**config.mk**
```make
export PLATFORM = sky130hd
export DESIGN_NAME = mem_arbiter
export DESIGN_NICKNAME = d
export VERILOG_FILES = /design/src/rtl/mem_arbiter.sv
export SDC_FILE = /design/constraint.sdc
export NUM_CORES = 1
export LEC_CHECK = 0
export CORE_AREA = 2 2 108 110
export CTS_BUF_LIST = sky130_fd_sc_hd__clkbuf_8 sky130_fd_sc_hd__clkbuf_16
export DETAILED_ROUTE_END_ITERATION = 16
export DIE_AREA = 0 0 110 112
export GPL_ROUTABILITY_DRIVEN = 0
export GPL_TIMING_DRIVEN = 1
export PLACE_DENSITY = 0.7
export SKIP_CTS_REPAIR_TIMING = 1
export SYNTH_ARGS = -nofsm -noshare
export SYNTH_HDL_FRONTEND = slang
export SYNTH_SLANG_ARGS = --single-unit
```
**constraint.sdc**
```tcl
create_clock -name CLK -period 2.38 [get_ports CLK]
set_input_delay 0.476 -clock CLK [delete_from_list [all_inputs] [get_ports CLK]]
set_output_delay 0.476 -clock CLK [all_outputs]
set_load 0.1 [all_outputs]
```
**src/rtl/mem_arbiter.sv**
```systemverilog
// rtl/mem_arbiter.sv - shares one single-port memory between fetch (I) and load/store (D) requesters
//
// One transaction in flight at a time. In IDLE the winning requester is granted
// and its command is forwarded to memory in the same cycle. In WAIT the
// memory's completion is routed back to the owner in the same cycle. If the
// memory stays silent for TIMEOUT WAIT cycles, the owner gets a zero-data
// response and a sticky error flag shuts the arbiter down until reset.
//
// Ports:
//   CLK, RSTN                  clock, asynchronous active-low reset
//   i_req/i_addr               fetch request in
//   i_gnt/i_rvalid/i_rdata     fetch grant and response out
//   d_req/d_we/d_addr/d_wdata/d_be  load/store request in
//   d_gnt/d_rvalid/d_rdata     load/store grant and response out
//   mem_req/mem_we/mem_addr/mem_wdata/mem_be  memory command out
//   mem_rvalid/mem_rdata       memory completion in
//   err                        sticky timeout flag out
module mem_arbiter #(
  parameter int ADDR_W  = 32,
  parameter int DATA_W  = 32,
  parameter bit RR_EN   = 1'b0,
  parameter int TIMEOUT = 255,
  parameter int TO_W    = 8
) (
  input  logic                CLK,
  input  logic                RSTN,
  input  logic                i_req,
  input  logic [ADDR_W-1:0]   i_addr,
  output logic                i_gnt,
  output logic                i_rvalid,
  output logic [DATA_W-1:0]   i_rdata,
  input  logic                d_req,
  input  logic                d_we,
  input  logic [ADDR_W-1:0]   d_addr,
  input  logic [DATA_W-1:0]   d_wdata,
  input  logic [DATA_W/8-1:0] d_be,
  output logic                d_gnt,
  output logic                d_rvalid,
  output logic [DATA_W-1:0]   d_rdata,
  output logic                mem_req,
  output logic                mem_we,
  output logic [ADDR_W-1:0]   mem_addr,
  output logic [DATA_W-1:0]   mem_wdata,
  output logic [DATA_W/8-1:0] mem_be,
  input  logic                mem_rvalid,
  input  logic [DATA_W-1:0]   mem_rdata,
  output logic                err
);

  typedef enum logic {IDLE = 1'b0, WAIT = 1'b1} state_t;

  localparam logic [TO_W-1:0] CNT_LAST = TO_W'(TIMEOUT - 1);

  state_t          state, next_state;
  logic            owner;       // 0 = I, 1 = D
  logic            last_owner;
  logic            owner_store; // in-flight D transaction is a store
  logic [TO_W-1:0] cnt;
  logic            err_q;

  logic            winner;
  logic            grant_en;
  logic            resp_ok;
  logic            resp_to;

  // D wins contention under fixed priority; under round-robin the side that
  // did not own the previous transaction wins.
  always_comb begin
    winner = 1'b0;
    if (i_req && d_req) begin
      winner = RR_EN ? ~last_owner : 1'b1;
    end else begin
      winner = d_req;
    end
  end

  // RSTN gates every combinational path so outputs read zero during reset.
  assign grant_en = RSTN && (state == IDLE) && !err_q && (i_req || d_req);
  assign resp_ok  = RSTN && (state == WAIT) && mem_rvalid;
  assign resp_to  = RSTN && (state == WAIT) && !mem_rvalid && (cnt == CNT_LAST);

  always_comb begin
    next_state = state;
    case (state)
      IDLE:    if (grant_en) next_state = WAIT;
      WAIT:    if (resp_ok || resp_to) next_state = IDLE;
      default: next_state = IDLE;
    endcase
  end

  always_ff @(posedge CLK or negedge RSTN) begin
    if (!RSTN) begin
      state       <= IDLE;
      owner       <= 1'b0;
      last_owner  <= 1'b0;
      owner_store <= 1'b0;
      cnt         <= '0;
      err_q       <= 1'b0;
    end else begin
      state <= next_state;
      if (grant_en) begin
        owner       <= winner;
        last_owner  <= winner;
        owner_store <= winner && d_we;
        cnt         <= '0;
      end else if (state == WAIT && !mem_rvalid) begin
        cnt <= cnt + 1'b1;
      end
      if (resp_to) err_q <= 1'b1;
    end
  end

  always_comb begin
    i_gnt     = grant_en && !winner;
    d_gnt     = grant_en && winner;
    mem_req   = grant_en;
    mem_we    = grant_en && winner && d_we;
    mem_addr  = '0;
    mem_wdata = '0;
    mem_be    = '0;
    if (grant_en) begin
      mem_addr = winner ? d_addr : i_addr;
      mem_be   = (winner && d_we) ? d_be : '1;
      if (winner) mem_wdata = d_wdata;
    end

    i_rvalid = (resp_ok || resp_to) && !owner;
    d_rvalid = (resp_ok || resp_to) && owner;
    i_rdata  = (resp_ok && !owner) ? mem_rdata : '0;
    d_rdata  = (resp_ok && owner && !owner_store) ? mem_rdata : '0;

    // Raised in the timeout cycle itself so the requester sees the error with
    // its zero-data response.
    err = RSTN && (err_q || resp_to);
  end

endmodule

```
==> results.md <==
- Outcome: finished, violations left
- Failing checks: setup timing
- Slowest CP cell: or3b_4
- Post-synthesis cell type count: 39
- CP required: between 1.5 and 2 ns
- VDD IR max: about 270 µV
- F_max: a little over 400 MHz
- Detail Route Antenna Nets: 0
- Rel. slew slack: approximately three quarters
- Mapped Nets: roughly 360
- Synth Instances: roughly 220
- Register share of total power: 9.6%
- Sequential area share after synthesis: roughly 18%
- Final count of hold timing violations: 0
- Starting Density: between 10% and 20%
- Setup crit end kind: primary output
- Die area: between 10000 and 15000 µm²
- CTS Buffer Depth: 2
- Hold WS: about 0.33 ns
- Area grow syn2layout: 303.6%
- Fin cells: between 600 and 700
- Die X: roughly 110 µm
- Slew Viols, Final: 0
- Clk pwr share: a little over a tenth
- Power per cell area: 433.6 nW/µm²
- Sequential Area: 300.3 µm²
- Worst-Skew Late Latency: 0.24 ns
- Mean Syn Cell Area: 7.591 µm²
- P_leak: roughly 2.9 nW
- CTS buffer count: 3
- R2R Path End: owner
- Routed vias/inst: around 4.4
- Final Util: between 60% and 70%
- Setup TNS Final: -0.3002 ns
- Kind of critical path: flop to primary output
- Area of the multi-input gates: around 1700 µm²
- Total wire length: roughly 13000 µm
- Number of global-route vias before repair: approximately 3000
- CP top delay family: simple AND/OR/NAND/NOR gates
- CTS tree: yes
- Die H: about 110 µm
- Final period utilization: 101.8%
- Worst R2R Setup Slack: between 0.7 and 0.8 ns
- Largest net degree at the start of global routing: 66
- DRC viols: 0
- CP max stage delay: roughly 0.44 ns
- PortBufs: ~280
- CP max FO: 8
- CTS clk-pin slew, worst paths: about 0.040 ns
- Post-DP HPWL: 10200 µm
- Worst r2r path cells: 5
- NetSw: 1.524 mW
- Setup ws final: -0.04307 ns
- Reg2reg start: state
- First-pass GRT wire length: about 17000 µm
- Initial antenna violation count: 0
- Tmin final: approximately 2.4 ns
- Grt ovf: 0
- Clock sink total: 12
- Share of cells above drive strength 1: between 50% and 60%
- Cell accounting for the most synthesized area: and2_1
- DRT Pass-1 Iters: 4
- Critical path, cell by cell: or3b_4, nor3b_4, buf_4, clkbuf_16, a22o_2, buf_12
- DR iter-0 viols: around 150
- Final setup fails: 17
- ANT cells: 0
- WP buf/inv: 3
- Routed wire per std cell: about 20 µm
- Synth top area share: between 30% and 40%
- Gate power share: around 80%
- WP depth: 6
- Via count: ~2900
- Warnings from Yosys: 0
- CP arrival: a little under 2 ns
- Switching Share: between 50% and 60%
- RSZ-0062 raised after global routing: true
- Core Rows: 39
- CP startpoint kind: flop
- Overall routing resource usage: around 18%
- Actual slew at the worst max-slew pin: 0.3807 ns
- Post-Syn Area: 1693 µm²
- Total power: between 2 and 3 mW
- Worst Hold Class: input port to async pin
- Fin Clk Skew: roughly 0.0012 ns
- CTS H-Tree Depth: 1
- Dpl cells: around 640
- #FFs+latches synth: 12
- Max-Cap Viols: 0
- P_int: ~1.4 mW
- Final nets: about 660
- FILL cells: roughly 830
- Root Driver: clkbuf_16
- Core ar.: about 11000 µm²
- Synth area leaders: and2_1 35%, dfrtp_1 18%, a22o_1 10%
- Boundary Pins: around 280
[how the worst max path moves through the flow]
stage	start	end	slack [ns]
floorplan	RSTN	mem_be[0]	-0.31
global placement	RSTN	mem_addr[4]	-0.38
detailed placement	RSTN	mem_addr[10]	-0.43
CTS	RSTN	mem_addr[10]	-0.44
global route	state	mem_addr[19]	-0.11
finish	state	mem_addr[19]	-0.04
[tightest hold or removal path, stage by stage]
cell,delay (ns)
dlymetal6s2s_1,0.10
buf_4,0.14
buf_4,0.21
[cell usage after synthesis, drive strengths merged]
cell / number
ha: 2
a21o: 2
o221ai: 1
o31ai: 2
nand2: 7
or3b: 1
nand2b: 2
nor3: 1
o211ai: 1
nand3b: 1
o22ai: 1
or3: 2
inv: 4
clkbuf: 10
buf: 8
and2: 96
a22o: 32
a21boi: 1
dfrtp: 12
a21oi: 4
nand3: 3
mux2i: 1
o21a: 1
nor2: 13
or4: 2
o21ai: 5
nor3b: 2
xor2: 1
nor4: 1
nand4: 1
nand4b: 1
or2b: 1
or2: 1
[layout by cell type, fill, tap and decap left out, types with 2 or more instances in the layout]
cell	n
nand2b_1	2
nand3_1	2
and2_2	46
nor3b_4	2
buf_8	2
a21o_1	2
or3_1	2
a22o_4	28
inv_1	3
nand2_1	7
and2_1	34
nor2_1	6
clkbuf_16	8
clkdlybuf4s50_1	134
nor2_2	6
ha_1	2
o31ai_1	2
dfrtp_1	12
and2_4	16
a21oi_1	3
buf_12	144
a22o_2	4
buf_4	16
buf_6	3
o21ai_0	5
dlymetal6s2s_1	3
[cell families after synthesis]
group | share of synthesized area (%)
simple gates | 48.49
compound gates | 24.10
buf+inv | 7.095
flops | 17.74
fa+ha+maj | 1.478
xor+xnor | 0.5175
mux | 0.5913
[area by class of cell]
| class | instances | share of cell area [%] |
|---|---|---|
| tap | 143 | 2.619 |
| multi-input combinational | 189 | 24.37 |
| timing repair buffer | 308 | 67.30 |
| sequential | 12 | 4.395 |
| clock buffer | 3 | 1.099 |
| inverter | 4 | 0.2197 |
[sequential cells by signal, summed over array words and instances, names as in the netlist]
register,count
owner,1
state,1
err_q,1
owner_store,1
cnt,8
[power groups by stage]
stage                     Clock, mW  Sequential, mW  Combinational, mW
final                         0.308           0.284               2.37
after global routing          0.314           0.289               2.44
after CTS                     0.307           0.280               2.25
after detailed placement          0           0.283               2.25
after global placement            0           0.278               2.23
after floorplan                   0           0.276               1.28
[metal layers]
layer	share of wire, %	track usage (%)	vias up
li1	-	-	1359
met1	35	19.34	1342
met2	51	32.76	195
met3	12	6.382	22
met4	2.5	4.219	0
met5	0	0	-
[through the flow]
step	worst slack, ns	instance area [µm²]
floorplan	-0.3070	1928
global placement	-0.3821	6341
detailed placement	-0.4306	6341
CTS	-0.4356	6416
global route	-0.1073	6833
finish	-0.04307	6833
No activity file was read; power rests on OpenSTA's default activity.
